==> config.mk <==
export PLATFORM = sky130hd
export DESIGN_NAME = cla_sub_pipe
export DESIGN_NICKNAME = d
export VERILOG_FILES = /design/src/rtl/cla_sub_pipe.sv
export SDC_FILE = /design/constraint.sdc
export NUM_CORES = 1
export LEC_CHECK = 0
export ABC_CLOCK_PERIOD_IN_PS = 4700
export CORE_ASPECT_RATIO = 1.4
export CORE_MARGIN = 1
export CORE_UTILIZATION = 50
export CTS_CLUSTER_SIZE = 25
export DETAILED_ROUTE_END_ITERATION = 8
export GPL_ROUTABILITY_DRIVEN = 0
export PLACE_DENSITY = 0.93
export SYNTH_ARGS = -nofsm -noshare
export SYNTH_HDL_FRONTEND = slang
export SYNTH_SLANG_ARGS = --single-unit
==> constraint.sdc <==
create_clock -name clk -period 4.7 [get_ports clk]
set_clock_uncertainty 0.05 [all_clocks]
set_input_delay 0.94 -clock clk [delete_from_list [all_inputs] [get_ports clk]]
set_output_delay 0.94 -clock clk [all_outputs]
set_load 0.01 [all_outputs]
==> src/rtl/cla_sub_pipe.sv <==
// Pipelined N-bit subtractor (a - b - bin) on valid/ready streams.
// Each stage resolves one CHUNK-bit carry-lookahead slice; the last stage drives the output flops.
module cla_sub_pipe #(
    parameter int N     = 8,
    parameter int CHUNK = 4
) (
    input  logic         clk,
    input  logic         rst_n,
    input  logic         in_valid,
    output logic         in_ready,
    input  logic [N-1:0] a,
    input  logic [N-1:0] b,
    input  logic         bin,
    output logic         out_valid,
    input  logic         out_ready,
    output logic [N-1:0] diff,
    output logic         bout,
    output logic         ovf
);

    localparam int STAGES = N / CHUNK;

    // Everything a beat carries between stages: running carry, operand sign bits,
    // the a/~b operands and the difference bits resolved so far.
    typedef struct packed {
        logic         c;
        logic         am;
        logic         bm;
        logic [N-1:0] a;
        logic [N-1:0] nb;
        logic [N-1:0] d;
    } stage_t;

    // Returns {carry_out, sum}; every carry is formed from cin and group g/p terms.
    // NOTE: blocking assignments are correct here: this is pure combinational evaluation in order.
    function automatic logic [CHUNK:0] cla_slice(input logic [CHUNK-1:0] x,
                                                 input logic [CHUNK-1:0] y,
                                                 input logic             cin);
        logic [CHUNK-1:0] g, p;
        logic [CHUNK:0]   c;
        logic             gg, pp;
        g    = x & y;
        p    = x ^ y;
        c    = '0;
        c[0] = cin;
        gg   = 1'b0;
        pp   = 1'b1;
        for (int i = 0; i < CHUNK; i++) begin
            gg       = g[i] | (p[i] & gg);
            pp       = pp & p[i];
            c[i + 1] = gg | (pp & cin);
        end
        return {c[CHUNK], p ^ c[CHUNK-1:0]};
    endfunction

    logic [STAGES-1:0] v_q;
    logic [STAGES-1:0] v_up;
    logic [STAGES-1:0] adv;

    assign v_up      = STAGES'({v_q, in_valid});
    assign in_ready  = adv[0];
    assign out_valid = v_q[STAGES-1];

    // NOTE: sequential state uses non-blocking assignments so every flop samples pre-edge values.
    always_ff @(posedge clk or negedge rst_n) begin
        if (!rst_n) begin
            v_q <= '0;
        end else begin
            v_q <= (adv & v_up) | (~adv & v_q);
        end
    end

    for (genvar k = 0; k < STAGES; k++) begin : stg
        stage_t         up;
        stage_t         nxt;
        logic [CHUNK:0] res;

        // A stage moves when it or any stage downstream of it is empty, or the consumer takes a beat.
        assign adv[k] = out_ready | ~(&v_q[STAGES-1:k]);

        if (k == 0) begin : g_src
            assign up = '{c: ~bin, am: a[N-1], bm: b[N-1], a: a, nb: ~b, d: '0};
        end else begin : g_src
            assign up = stg[k-1].g_reg.q;
        end

        assign res = cla_slice(up.a[k*CHUNK +: CHUNK], up.nb[k*CHUNK +: CHUNK], up.c);

        // NOTE: nxt takes a full default first so no path leaves it unassigned (no latch).
        always_comb begin
            nxt                    = up;
            nxt.c                  = res[CHUNK];
            nxt.d[k*CHUNK +: CHUNK] = res[CHUNK-1:0];
        end

        if (k < STAGES - 1) begin : g_reg
            stage_t q;
            // NOTE: payload flops carry no reset; v_q alone says whether they hold a live beat.
            always_ff @(posedge clk) begin
                if (adv[k]) begin
                    q <= nxt;
                end
            end
        end else begin : g_out
            logic unused_ops;
            assign unused_ops = ^{nxt.a, nxt.nb};

            // Output flops only load real beats, so they stay clean across bubbles and reset.
            always_ff @(posedge clk or negedge rst_n) begin
                if (!rst_n) begin
                    diff <= '0;
                    bout <= 1'b0;
                    ovf  <= 1'b0;
                end else if (adv[k] && v_up[k]) begin
                    diff <= nxt.d;
                    bout <= ~nxt.c;
                    ovf  <= (nxt.am != nxt.bm) && (nxt.d[N-1] != nxt.am);
                end
            end
        end
    end

endmodule

==> flow_metrics.tcl <==
set metrics [dict create \
    status "finished, violations left" \
    violations "design-rule violations" \
    wl_met3_um 77 \
    finalSetupViolCount 0 \
    dpl_cell_area_mm2 0.00157 \
    rsz0062_at_grt "false" \
    cts_tree "yes" \
    holdBufCountCts 0 \
    grt_overflow 0 \
    ant_nets 0 \
    grt_max_degree 17 \
    finalCritPeriodShare_pct 70.3 \
    std_cell_rows 20 \
    clock_latency_ns 0.31 \
    finalHoldViolCount 0 \
    fin_nets 159 \
    cts_root_buffer "clkbuf_4" \
    clk_pin_slew_worst_paths_ns 0.14 \
    fin_cells 149 \
    place_ws_ns 1.39 \
    r2r_start "stg[0].g_reg.q[12]" \
    top_layer "met3" \
    min_from "stg[0].g_reg.q[1]" \
    cp.arrival_ns 2.31 \
    fp.dieH_um 60.4 \
    core_area_mm2 0.00223 \
    slowest_delay_ns 0.58 \
    syn_to_final_growth_pct 31.7 \
    power_switching_share_pct 26.6 \
    slew_headroom_pct 63.0 \
    numPortBuffers 32 \
    yosysWarnings 0 \
    netlist.area_leader.share_pct 34.5 \
    numCtsBuffers 3 \
    drive_gt1_share_pct 7.87 \
    netSwitchingPower_w 0.000156 \
    p_leak_nw 0.700 \
    layout_common_cells "clkdlybuf4s50_1 (32), inv_1 (14), edfxtp_1 (14)" \
    grt_util_all_layers_pct 18.1 \
    crit_fanout 16 \
    p_seq_share_pct 52.1 \
    antennaDiodeCount 0 \
    worst_slack_ns 1.40 \
    synth_top_cell_by_area "edfxtp_1" \
    ys_seq_area_share_pct 59.1 \
    cts_max_level 1 \
    grt_pass1_vias 838 \
    synth.avg_cell_area_um2 13.4 \
    antenna_found_initial 0 \
    dr_wl_met2_mm 1.20 \
    wire_per_inst_um 13.4 \
    synth_cells 91 \
    intPower_w 0.000430 \
    wl_mm 2.00 \
    drtPass1Iterations 6 \
    cts_setup_buffers 0 \
    syn_nets 122 \
    grt_pass1_wl_mm 3.52 \
    die_x_um 43.7 \
    p_clk_share_pct 19.1 \
    via_per_inst 5.23 \
    min_to "diff[1]" \
    comb_power_share_pct 28.9 \
    cap_violations 0 \
    vdd_drop_max_uv 236 \
    min_path_cells 1 \
    r2r_cells 6 \
    fmax_mhz 303 \
    finalCriticalPeriod_ns 3.30 \
    crit_slowest_cell "clkdlybuf4s50_1" \
    cp_common_cell "clkdlybuf4s50_1" \
    dp_cells 145 \
    start_kind "primary input" \
    fill_cells 160 \
    end_kind "primary output" \
    synth_flop_cell "edfxtp_1" \
    cts_buffer_depth 2 \
    synth_edf_count 14 \
    drc 1 \
    crit_type "in -> out" \
    tightest_slew_ns 0.553 \
    drt-met1-wl_um 718 \
    hpwl_mm 1.63 \
    power_density_mw_per_mm2 365 \
    path_cells "clkdlybuf4s50_1, nand3b_1, buf_4, clkdlybuf4s50_1" \
    maxSlewViolCount 0 \
    syn_area_mm2 0.00122 \
    synth_area_leaders "edfxtp_1 (34%), dfrtp_1 (25%), ha_1 (8.2%)" \
    r2r_slack_ns 2.88 \
    finalSetupTns_ns 0 \
    vias 779 \
    cts.sinks 26 \
    dieArea_mm2 0.00264 \
    min_path_type "reg -> reg" \
    r2r-end "ovf" \
    layout_commonest_cell "clkdlybuf4s50_1" \
    worst_ep_required_time_ns 3.71 \
    ys_seq_elements 26 \
    ys_types 26 \
    ios 33 \
    finalInstanceArea_mm2 0.00161 \
    async_flop_share_pct 46.2 \
    start_util_pct 54.7 \
    drt_iter0_markers 10 \
    ctsResizeCount 0 \
]
worst max-delay path: cells and delay by family:
| family | cells | cell delay, ns |
|---|---|---|
| buffers and inverters | 3 | 1.26 |
| AND/OR/NAND/NOR | 1 | 0.10 |
routing by layer:
metal | track usage [%] | vias up
met2 | 37.3 | 25
met5 | 0 | -
met3 | 1.79 | 0
met4 | 4.02 | 0
met1 | 19.3 | 367
li1 | - | 387
power by group through the flow:
stage	Combinational, W	Sequential [W]	Clock [W]
after CTS	0.000172	0.000306	0.000113
after floorplan	0.0000688	0.000320	0
after global placement	0.000164	0.000307	0
after detailed placement	0.000172	0.000311	0
after global routing	0.000186	0.000310	0.000119
final	0.000169	0.000305	0.000112
through the flow:
stage | power [W] | hold slack, ns | util, %
floorplan | 0.000389 | 0.382 | -
global placement | 0.000471 | 0.387 | 70.4
detailed placement | 0.000483 | 0.399 | 70.4
CTS | 0.000591 | 0.430 | 72.1
global route | 0.000616 | 0.460 | 72.1
finish | 0.000586 | 0.427 | 72.1
cells by family (layout without fill, tap and decap cells):
family,after synthesis,in the layout,synth area share [%]
XOR/XNOR,5,5,4.21
multiplexers,5,5,4.62
flip-flops,26,26,59.1
buffers and inverters,15,51,4.72
AO/OA/AOI/OAI,14,14,8.11
AND/OR/NAND/NOR,16,16,7.70
adder cells (fa/ha/maj),10,10,11.5
cell type report:
type | instances | area [um2] | area share (%)
flip-flops and latches | 26 | 721 | 44.9
multi-input cells | 50 | 440 | 27.4
repair buffers | 33 | 328 | 20.4
inverters | 14 | 52.6 | 3.27
clock buffers | 4 | 36.3 | 2.26
well taps | 22 | 27.5 | 1.71
registers in the layout, summed over array words and instances (netlist names), named ones only:
| signal | cells |
|---|---|
| stg.g_reg.q | 14 |
| diff | 8 |
| ovf | 1 |
| bout | 1 |
how the worst max path moves through the flow:
stage,from,to,slack [ns]
after floorplan,out_ready,in_ready,2.27
after global placement,out_ready,in_ready,1.41
after detailed placement,out_ready,in_ready,1.39
after CTS,out_ready,in_ready,1.38
after global routing,out_ready,in_ready,1.33
final,out_ready,in_ready,1.40
synthesized netlist by cell type (all sizes together) (3+ instances only):
cell    number
dfrtp       12
edfxtp      14
ha           8
inv         14
mux2         5
nand2        5
nand2b       4
nor2         3
o21ai        6
xor2         3
Note: power is estimated with default switching activity, not from simulation.
